File: config.mk
export PLATFORM = sky130hd
export DESIGN_NAME = imm_encoder_flat
export DESIGN_NICKNAME = d
export VERILOG_FILES = /design/src/rtl/riscv_imm_pkg.sv /design/src/rtl/imm_encoder_if.sv /design/src/rtl/instr_fifo.sv /design/src/rtl/imm_encoder.sv /design/src/flat_wrapper.sv
export SDC_FILE = /design/constraint.sdc
export NUM_CORES = 1
export LEC_CHECK = 0
export BUFFER_PORTS_ARGS = -buffer_cell sky130_fd_sc_hd__buf_2
export CORE_MARGIN = 2
export CORE_UTILIZATION = 45
export DETAILED_ROUTE_END_ITERATION = 8
export PLACE_DENSITY = 0.76
export SYNTH_ARGS = -nofsm -noshare
export SYNTH_HDL_FRONTEND = slang
export SYNTH_SLANG_ARGS = --single-unit
File: constraint.sdc
create_clock -name clk -period 5.8 [get_ports clk]
set_input_delay 1.16 -clock clk [delete_from_list [all_inputs] [get_ports clk]]
set_output_delay 1.16 -clock clk [all_outputs]
set_load 0.05 [all_outputs]
File: src/rtl/riscv_imm_pkg.sv
// Shared immediate-format definitions for the RISC-V core's sign-extender and the
// test/boot instruction encoder.
package riscv_imm_pkg;

   // Same code as the sign-extender's src select.
   typedef enum logic [1:0] {
      FMT_I = 2'b00,
      FMT_S = 2'b01,
      FMT_B = 2'b10,
      FMT_J = 2'b11
   } fmt_e;

   localparam int IMM12_MIN = -2048;
   localparam int IMM12_MAX = 2047;
   localparam int IMMB_MIN  = -4096;
   localparam int IMMB_MAX  = 4094;
   localparam int IMMJ_MIN  = -1048576;
   localparam int IMMJ_MAX  = 1048574;

   localparam int unsigned WORD_W = 33;

   typedef struct packed {
      logic        err;
      logic [31:0] instr;
   } enc_word_t;

   function automatic logic in_range(input logic signed [31:0] v, input int lo, input int hi);
      return (v >= lo) && (v <= hi);
   endfunction

endpackage

File: src/rtl/imm_encoder_if.sv
// Request/response bundle of the instruction encoder: field-level request in,
// encoded word out, plus saturating status counters.
interface imm_encoder_if #(
   parameter int unsigned CNT_W = 16
);
   logic             in_valid;
   logic             in_ready;
   logic [1:0]       in_src;
   logic [6:0]       in_opcode;
   logic [2:0]       in_funct3;
   logic [4:0]       in_rd;
   logic [4:0]       in_rs1;
   logic [4:0]       in_rs2;
   logic [31:0]      in_imm;
   logic             out_valid;
   logic             out_ready;
   logic [31:0]      out_instr;
   logic             out_err;
   logic [CNT_W-1:0] enc_count;
   logic [CNT_W-1:0] err_count;

   // Encoder side.
   modport slave (
      input  in_valid, in_src, in_opcode, in_funct3, in_rd, in_rs1, in_rs2, in_imm,
      input  out_ready,
      output in_ready, out_valid, out_instr, out_err, enc_count, err_count
   );

   // Requester / loader side.
   modport master (
      output in_valid, in_src, in_opcode, in_funct3, in_rd, in_rs1, in_rs2, in_imm,
      output out_ready,
      input  in_ready, out_valid, out_instr, out_err, enc_count, err_count
   );

endinterface

File: src/rtl/instr_fifo.sv
// Show-ahead synchronous FIFO; pointers carry one extra bit to tell full from empty.
module instr_fifo #(
   parameter int unsigned WIDTH = 33,
   parameter int unsigned DEPTH = 4
) (
   input  logic             clk,
   input  logic             rst_n,
   input  logic             push,
   input  logic [WIDTH-1:0] wdata,
   input  logic             pop,
   output logic [WIDTH-1:0] rdata,
   output logic             full,
   output logic             empty
);

   localparam int unsigned AW = $clog2(DEPTH);

   logic [AW:0]      wptr_q, rptr_q;
   logic [WIDTH-1:0] mem_q [DEPTH];
   logic             do_push, do_pop;

   assign empty   = (wptr_q == rptr_q);
   assign full    = (wptr_q[AW] != rptr_q[AW]) && (wptr_q[AW-1:0] == rptr_q[AW-1:0]);
   assign do_push = push && !full;
   assign do_pop  = pop && !empty;

   // Head reads as zero when empty so nothing stale is ever visible.
   assign rdata = empty ? '0 : mem_q[rptr_q[AW-1:0]];

   always_ff @(posedge clk or negedge rst_n) begin
      if (!rst_n) begin
         wptr_q <= '0;
         rptr_q <= '0;
      end else begin
         if (do_push) wptr_q <= wptr_q + 1'b1;
         if (do_pop)  rptr_q <= rptr_q + 1'b1;
      end
   end

   always_ff @(posedge clk) begin
      if (do_push) mem_q[wptr_q[AW-1:0]] <= wdata;
   end

endmodule

File: src/rtl/imm_encoder.sv
// Packs field-level RISC-V instruction requests into 32-bit words, range-checking the
// immediate, and buffers {err, instr} for the program-memory loader.
module imm_encoder
   import riscv_imm_pkg::*;
#(
   parameter int unsigned FIFO_DEPTH = 4,
   parameter int unsigned CNT_W      = 16
) (
   input logic          clk,
   input logic          rst_n,
   imm_encoder_if.slave bus
);

   logic signed [31:0] simm;
   logic [31:0]        imm;
   logic [31:0]        enc_instr;
   logic               imm_ok;
   enc_word_t          wword, head;
   logic               fifo_full, fifo_empty;
   logic               push, pop;
   logic [CNT_W-1:0]   enc_q, err_q;

   assign imm  = bus.in_imm;
   assign simm = $signed(bus.in_imm);

   // Inverse of the sign-extender: scatter immediate bits into the format's slots.
   always_comb begin
      enc_instr = '0;
      imm_ok    = 1'b0;
      unique case (fmt_e'(bus.in_src))
         FMT_I: begin
            enc_instr = {imm[11:0], bus.in_rs1, bus.in_funct3, bus.in_rd, bus.in_opcode};
            imm_ok    = in_range(simm, IMM12_MIN, IMM12_MAX);
         end
         FMT_S: begin
            enc_instr = {imm[11:5], bus.in_rs2, bus.in_rs1, bus.in_funct3, imm[4:0],
                         bus.in_opcode};
            imm_ok    = in_range(simm, IMM12_MIN, IMM12_MAX);
         end
         FMT_B: begin
            enc_instr = {imm[12], imm[10:5], bus.in_rs2, bus.in_rs1, bus.in_funct3,
                         imm[4:1], imm[11], bus.in_opcode};
            imm_ok    = in_range(simm, IMMB_MIN, IMMB_MAX) && !imm[0];
         end
         FMT_J: begin
            enc_instr = {imm[20], imm[10:1], imm[11], imm[19:12], bus.in_rd, bus.in_opcode};
            imm_ok    = in_range(simm, IMMJ_MIN, IMMJ_MAX) && !imm[0];
         end
         default: begin
            enc_instr = '0;
            imm_ok    = 1'b0;
         end
      endcase
   end

   assign wword.err   = !imm_ok;
   assign wword.instr = enc_instr;

   // in_ready comes from registered occupancy only; no same-cycle pass-through when full.
   assign push = bus.in_valid && !fifo_full;
   assign pop  = bus.out_ready && !fifo_empty;

   instr_fifo #(
      .WIDTH (WORD_W),
      .DEPTH (FIFO_DEPTH)
   ) u_fifo (
      .clk   (clk),
      .rst_n (rst_n),
      .push  (push),
      .wdata (wword),
      .pop   (pop),
      .rdata (head),
      .full  (fifo_full),
      .empty (fifo_empty)
   );

   assign bus.in_ready  = !fifo_full;
   assign bus.out_valid = !fifo_empty;
   assign bus.out_instr = head.instr;
   assign bus.out_err   = head.err;

   // Saturating status counters.
   always_ff @(posedge clk or negedge rst_n) begin
      if (!rst_n) begin
         enc_q <= '0;
         err_q <= '0;
      end else if (push) begin
         if (enc_q != '1) enc_q <= enc_q + 1'b1;
         if (wword.err && (err_q != '1)) err_q <= err_q + 1'b1;
      end
   end

   assign bus.enc_count = enc_q;
   assign bus.err_count = err_q;

endmodule

File: src/flat_wrapper.sv
// flat-port wrapper written by rule: the top's interface ports become plain ports
module imm_encoder_flat import riscv_imm_pkg::*;
#(
   parameter int unsigned FIFO_DEPTH = 4,
   parameter int unsigned CNT_W      = 16
)
  (clk, rst_n, bus_in_valid, bus_in_src, bus_in_opcode, bus_in_funct3, bus_in_rd, bus_in_rs1, bus_in_rs2, bus_in_imm, bus_out_ready, bus_in_ready, bus_out_valid, bus_out_instr, bus_out_err, bus_enc_count, bus_err_count);
  imm_encoder_if #(.CNT_W(CNT_W)) bus_i ();
  input logic clk;
  input logic rst_n;
  input wire logic [$bits(bus_i.in_valid)-1:0] bus_in_valid;
  input wire logic [$bits(bus_i.in_src)-1:0] bus_in_src;
  input wire logic [$bits(bus_i.in_opcode)-1:0] bus_in_opcode;
  input wire logic [$bits(bus_i.in_funct3)-1:0] bus_in_funct3;
  input wire logic [$bits(bus_i.in_rd)-1:0] bus_in_rd;
  input wire logic [$bits(bus_i.in_rs1)-1:0] bus_in_rs1;
  input wire logic [$bits(bus_i.in_rs2)-1:0] bus_in_rs2;
  input wire logic [$bits(bus_i.in_imm)-1:0] bus_in_imm;
  input wire logic [$bits(bus_i.out_ready)-1:0] bus_out_ready;
  output wire logic [$bits(bus_i.in_ready)-1:0] bus_in_ready;
  output wire logic [$bits(bus_i.out_valid)-1:0] bus_out_valid;
  output wire logic [$bits(bus_i.out_instr)-1:0] bus_out_instr;
  output wire logic [$bits(bus_i.out_err)-1:0] bus_out_err;
  output wire logic [$bits(bus_i.enc_count)-1:0] bus_enc_count;
  output wire logic [$bits(bus_i.err_count)-1:0] bus_err_count;
  assign bus_i.in_valid = bus_in_valid;
  assign bus_i.in_src = bus_in_src;
  assign bus_i.in_opcode = bus_in_opcode;
  assign bus_i.in_funct3 = bus_in_funct3;
  assign bus_i.in_rd = bus_in_rd;
  assign bus_i.in_rs1 = bus_in_rs1;
  assign bus_i.in_rs2 = bus_in_rs2;
  assign bus_i.in_imm = bus_in_imm;
  assign bus_i.out_ready = bus_out_ready;
  assign bus_in_ready = bus_i.in_ready;
  assign bus_out_valid = bus_i.out_valid;
  assign bus_out_instr = bus_i.out_instr;
  assign bus_out_err = bus_i.out_err;
  assign bus_enc_count = bus_i.enc_count;
  assign bus_err_count = bus_i.err_count;
  imm_encoder #(.FIFO_DEPTH(FIFO_DEPTH), .CNT_W(CNT_W)) u_core (.clk(clk), .rst_n(rst_n), .bus(bus_i));
endmodule
* After elaboration in Yosys (flattened, before gate mapping) *
Memories as Yosys holds them, arrays and structs flattened.
Cells that the tools add are included.

cells by class
  add/subtract/negate cells = 4
  magnitude comparators = 6
  equality and inequality tests = 8
  mux-type cells = 5
  reduce and logical (&&, ||, !) cells = 19

operators with widths
  cell                   count
  $pmux 32 s4            1
  $mux 33                1
  $add 16x1->16 const B  2
  $ge 32x12->1 const B   1
  $ge 32x13->1 const B   1
  $ge 32x21->1 const B   1
  $le 32x12->1 const B   1
  $le 32x13->1 const B   1
  $le 32x21->1 const B   1
  $ne 16x16->1 const B   2
  $logic_and 1x1->1      11
  $add 3x1->3 const B    2
  $eq 2x2->1 const B     2
  $logic_not 1->1        4
  $reduce_and 2->1       2
  $eq 3x3->1             1
  $pmux 1 s3             1
  $eq 2x1->1 const B     1
  $eq 2x2->1             1
  $logic_not 2->1        1
  $mux 1                 2
  $reduce_or 2->1        1
  $ne 1x1->1             1

word-level totals
  register bits = 38
  bits in writable memories = 132
  input bits = 63
  memories kept = 1

memory list
  name                 words  bits a word  read ports  clocked after Yosys merged registers in  wr ports  line              RTL
  u_core.u_fifo.mem_q  4      33           1           0                                        1         instr_fifo.sv:19  logic [WIDTH-1:0] mem_q [DEPTH];

* Depth between registers and ports, before layout *
  word-level depth = 7
  mapped depth = 9
  mapped depth without buffers = 8

* Cells and area by module *
Synthesis repeated with hierarchy kept, for this count alone.

second synthesis, totals
  cell total of the unflattened synthesis = 454
  area, all modules = 7,713.6 um^2

modules (own cells, without submodules)
  module       instances  cells each  area each (um^2)
  instr_fifo   1          254         5,600.4
  imm_encoder  1          200         2,113.3

* Worst setup path after synthesis *
OpenSTA, ideal clock, no wires.

  kind = register to output
  start = register u_core.u_fifo.rptr_q[1]
  end = output port bus_out_instr[10]
  arrival time = 1,804 ps
  required time = 4,640 ps
  path slack = 2,836 ps
  cell stages (with the launch flop) = 5
  buffers on the path = 2
  cells stage by stage = dfrtp_1 buf_2 clkbuf_1 mux4_2 nor2b_1

between the ends
  cells in the longest elaborated chain, start to end = 2
  elaborated cells on any way between the ends = 3

ends and longest elaborated chain
  item                                               line                RTL
  from (decl)                                        instr_fifo.sv:18    logic [AW:0] wptr_q, rptr_q;
  from (signal assigned)                             instr_fifo.sv:36    if (do_pop) rptr_q <= rptr_q + 1'b1;
  $mem_v2 4x33 / $eq 3x3->1 (equally long branches)  n/a
  $mux 33 (*)                                        instr_fifo.sv:28    assign rdata = empty ? '0 : mem_q[rptr_q[AW-1:0]];
  to (decl)                                          flat_wrapper.sv:22  output wire logic [$bits(bus_i.out_instr)-1:0] bus_out_instr;

Mark *: on every way between the ends. The rest lies on a longest branch, timed or not.

* Final worst setup path *
  start = register u_core.u_fifo.rptr_q[1]
  end = output port bus_out_instr[31]

The elaborated chain is that of the path after synthesis.

==> impl_metrics.prom <==
# TYPE chip_impl_metric gauge
chip_impl_metric{name="path_max_fanout",unit=""} 36
chip_impl_metric{name="clock-skew-final",unit="ps"} 7.34
chip_impl_metric{name="finalHoldViolCount",unit=""} 0
chip_impl_metric{name="via_count_of_the_first_global_routing_pass",unit=""} 4417
chip_impl_info{name="post_synth_main_area_contributors",value="sky130_fd_sc_hd__edfxtp_1 (54%), sky130_fd_sc_hd__dfrtp_1 (13%), sky130_fd_sc_hd__mux4_2 (10%)"} 1
chip_impl_info{name="ctsRootBufferMaster",value="sky130_fd_sc_hd__clkbuf_16"} 1
chip_impl_metric{name="buf_inv_on_cp",unit=""} 1
chip_impl_metric{name="grt_pass1_wl",unit="mm"} 23.5
chip_impl_metric{name="htree_num_levels",unit=""} 4
chip_impl_metric{name="synthToLayoutAreaGrowth",unit="%"} 19.5
chip_impl_info{name="cp_top_family",value="flip-flops"} 1
chip_impl_info{name="synth_largest_area_cell",value="sky130_fd_sc_hd__edfxtp_1"} 1
chip_impl_info{name="worst_r2r_endpoint",value="u_core.u_fifo.rptr_q[1]"} 1
chip_impl_metric{name="via_count",unit=""} 4207
chip_impl_info{name="timing.hold.worst.start",value="u_core.bus.err_count[10]"} 1
chip_impl_info{name="worstSetupEndpointType",value="output pin"} 1
chip_impl_metric{name="finalWeightedCongestion",unit=""} 0.809
chip_impl_metric{name="synth_edf_count",unit=""} 132
chip_impl_metric{name="ff2ff_setup_slack",unit="ps"} 3000
chip_impl_info{name="unrepaired_setup_endpoints_after_global_routing",value="no"} 1
chip_impl_metric{name="remaining_drc_errors",unit=""} 0
chip_impl_metric{name="whs_path_depth",unit=""} 1
chip_impl_metric{name="cp_data_required_time",unit="ps"} 4640
chip_impl_metric{name="dieHeight",unit="um"} 131
chip_impl_info{name="synth.most_common_cell",value="sky130_fd_sc_hd__edfxtp_1"} 1
chip_impl_metric{name="final-setup-viol-count",unit=""} 0
chip_impl_metric{name="clock_sink_count",unit=""} 170
chip_impl_metric{name="number_of_flip_flops_and_latches_in_the_synthesized_netlist",unit=""} 170
chip_impl_metric{name="mappedNetlistArea",unit="um2"} 7280
chip_impl_metric{name="max_freq",unit="GHz"} 0.248
chip_impl_metric{name="worst-slew-pin-transition",unit="ps"} 1020
chip_impl_metric{name="static-leakage-power",unit="nW"} 3.35
chip_impl_metric{name="final_setup_tns",unit="ps"} 0
chip_impl_metric{name="post_cts_resize_count",unit=""} 0
chip_impl_metric{name="worstSkewPairLatency",unit="ps"} 410
chip_impl_metric{name="worstPathArrival",unit="ps"} 2880
chip_impl_metric{name="design.final.nets",unit=""} 643
chip_impl_metric{name="vdd.ir_drop.worst",unit="V"} 0.000380
chip_impl_metric{name="clk_pin_slew",unit="ps"} 60
chip_impl_info{name="start_of_the_worst_register_to_register_path",value="u_core.u_fifo.rptr_q[1]"} 1
chip_impl_metric{name="cts_max_path_buffers",unit=""} 2
chip_impl_metric{name="timing_max_transition_violations_final",unit=""} 0
chip_impl_metric{name="drt-vias-per-instance",unit=""} 5.24
chip_impl_metric{name="max_slew_margin",unit="%"} 31.7
chip_impl_metric{name="post_cts.repair.setup_buffers",unit=""} 0
chip_impl_metric{name="syn_avg_cell_area",unit="um2"} 16.6
chip_impl_metric{name="antenna_found_initial",unit=""} 1
chip_impl_metric{name="avgRoutedWirePerCell",unit="um"} 18.3
chip_impl_metric{name="place_hpwl",unit="mm"} 9.57
chip_impl_info{name="holdPathEnd",value="u_core.bus.err_count[10]"} 1
chip_impl_metric{name="cpPeakStageDelay",unit="ps"} 970
chip_impl_info{name="critical_path_top_delay_cell",value="sky130_fd_sc_hd__dfrtp_2"} 1
chip_impl_metric{name="drv_cap",unit=""} 0
chip_impl_metric{name="floorplan.core_area",unit="um2"} 15800
chip_impl_metric{name="fp.dieArea",unit="um2"} 17200
chip_impl_metric{name="p_total",unit="mW"} 5.16
chip_impl_metric{name="start_util",unit="%"} 46.0
chip_impl_metric{name="grt_use_total",unit="%"} 17.7
chip_impl_metric{name="sequential_element_share_of_the_synthesized_area",unit="%"} 67.5
chip_impl_metric{name="numCtsBuffers",unit=""} 17
chip_impl_metric{name="postSynthNetCount",unit=""} 509
chip_impl_metric{name="final-instance-count-excl-fill",unit=""} 803
chip_impl_metric{name="power.density_cell_area",unit="nW/um2"} 593
chip_impl_info{name="synth_common_cells",value="sky130_fd_sc_hd__edfxtp_1 (132), sky130_fd_sc_hd__dfrtp_1 (38), sky130_fd_sc_hd__mux4_2 (33), sky130_fd_sc_hd__nor2b_1 (33)"} 1
chip_impl_metric{name="fin_crit_sh",unit="%"} 69.6
chip_impl_info{name="ys_dominant_reg_cell",value="sky130_fd_sc_hd__edfxtp_1"} 1
chip_impl_metric{name="die_width",unit="um"} 131
chip_impl_metric{name="maximum_number_of_pins_on_one_net_before_global_route_repair",unit=""} 39
chip_impl_info{name="worstSetupPathType",value="reg -> out"} 1
chip_impl_metric{name="io_buffer_count",unit=""} 129
chip_impl_info{name="run_status",value="finished clean"} 1
chip_impl_metric{name="post-synth-top-area-fraction",unit="%"} 54.4
chip_impl_metric{name="final_layout_size_suffix_gt1_share",unit="%"} 38.7
chip_impl_metric{name="post_cts_hold_buffer_count",unit=""} 0
chip_impl_info{name="critPathLaunchType",value="flop"} 1
chip_impl_info{name="tritoncts",value="yes"} 1
chip_impl_metric{name="floorplan.rows",unit=""} 46
chip_impl_metric{name="io_pins",unit=""} 130
chip_impl_metric{name="post_synth_inst_count",unit=""} 439
chip_impl_metric{name="synthesis.yosys.warnings",unit=""} 0
chip_impl_metric{name="layout_min_cycle_time",unit="ps"} 4040
chip_impl_metric{name="synth-async-reset-ratio",unit="%"} 22.4
chip_impl_metric{name="first_iter_violations",unit=""} 163
chip_impl_metric{name="synth_cell_type_count",unit=""} 37
chip_impl_metric{name="global_route.overflow_total",unit=""} 0
chip_impl_metric{name="place_inst",unit=""} 770
chip_impl_metric{name="drt-total-wl",unit="mm"} 14.7
chip_impl_info{name="hold_path_class",value="reg -> reg"} 1
chip_impl_metric{name="worst-r2r-cell-count",unit=""} 6
chip_impl_info{name="cp_cell_sequence",value="xnor2_1 -> nand2_1 -> nor2_4 -> nor2b_1 -> buf_2"} 1
chip_impl_metric{name="count_of_antenna_violating_nets_left_after_detailed_routing",unit=""} 0
chip_impl_metric{name="first_pass_iters",unit=""} 4
## final cells by class
class                   instances  area (um2)
diodes                          1        2.50
clock buffers                  19         433
clock inverters                13         120
fillers                      1284        7130
inverters                       5        18.8
multi-input cells             249        2280
flip-flops and latches        170        4920
well taps                     216         270
repair buffers                130         653
## sequential cells by signal, indices dropped and copies added (netlist names)
signal,cells
u_core.u_fifo.mem_q,132
u_core.u_fifo.rptr_q,3
u_core.u_fifo.wptr_q,3
u_core.bus.enc_count,16
u_core.bus.err_count,16
## through the flow
| stage | setup slack (ps) | hold slack [ps] | instance area [um2] | util, % |
|---|---|---|---|---|
| floorplan | 2840 | 460 | 7280 | - |
| global placement | 2190 | 465 | 8140 | 51.5 |
| detailed placement | 2120 | 475 | 8140 | 51.5 |
| CTS | 1660 | 487 | 8700 | 54.9 |
| global route | 1540 | 519 | 8700 | 55.0 |
| finish | 1760 | 489 | 8700 | 55.0 |
## layer usage
layer / vias to the layer above / GRT usage (%) / part of all wire (%)
met1: 2100 / 22.0 / 42
met2: 139 / 30.7 / 50
met5: - / 0 / 0
met3: 11 / 4.86 / 7.0
li1: 1957 / - / -
met4: 0 / 5.01 / 0.69
## cell usage in the layout (no fill, tap or decap), types with 4 or more instances in the layout
| master | instances |
|---|---|
| sky130_fd_sc_hd__nand3_1 | 11 |
| sky130_fd_sc_hd__inv_1 | 5 |
| sky130_fd_sc_hd__nor2_1 | 16 |
| sky130_fd_sc_hd__and3_2 | 4 |
| sky130_fd_sc_hd__nand2_1 | 23 |
| sky130_fd_sc_hd__xnor2_1 | 15 |
| sky130_fd_sc_hd__edfxtp_1 | 132 |
| sky130_fd_sc_hd__and3_1 | 6 |
| sky130_fd_sc_hd__clkinvlp_4 | 5 |
| sky130_fd_sc_hd__nor2b_1 | 33 |
| sky130_fd_sc_hd__mux4_2 | 33 |
| sky130_fd_sc_hd__xor2_1 | 23 |
| sky130_fd_sc_hd__clkbuf_16 | 17 |
| sky130_fd_sc_hd__nor3_1 | 10 |
| sky130_fd_sc_hd__nand4_1 | 15 |
| sky130_fd_sc_hd__dfrtp_1 | 36 |
| sky130_fd_sc_hd__buf_2 | 129 |
| sky130_fd_sc_hd__nor4_1 | 7 |
| sky130_fd_sc_hd__mux2_2 | 17 |
| sky130_fd_sc_hd__ha_1 | 7 |
## power by group
| group | switching [mW] | total (mW) | internal (mW) | leakage [nW] |
|---|---|---|---|---|
| registers | 0.171 | 1.80 | 1.63 | 1.70 |
| logic | 1.64 | 2.31 | 0.669 | 1.40 |
| clock network | 0.456 | 1.05 | 0.593 | 0.254 |
| total | 2.27 | 5.16 | 2.89 | 3.35 |
## kinds of logic after synthesis
logic type               Yosys count  share of synthesized area (%)
adder cells (fa/ha/maj)            7                           1.20
AO/OA/AOI/OAI                     12                           1.48
buffers and inverters             20                           1.29
AND/OR/NAND/NOR                  139                           10.7
multiplexers                      53                           13.3
flip-flops                       170                           67.5
XOR/XNOR                          38                           4.57
## how the worst max path moves through the flow
stage,start,depth (start not counted),slack (ps),to
after global routing,u_core.u_fifo.rptr_q[1],5,1540,bus_out_valid
final,u_core.u_fifo.rptr_q[1],5,1760,bus_out_instr[31]
after CTS,u_core.u_fifo.rptr_q[1],5,1660,bus_out_valid
after detailed placement,u_core.u_fifo.rptr_q[1],5,2120,bus_out_valid
after global placement,u_core.u_fifo.rptr_q[1],5,2190,bus_out_valid
after floorplan,u_core.u_fifo.rptr_q[1],4,2840,bus_out_instr[10]
No activity file was read; power rests on OpenSTA's default activity.
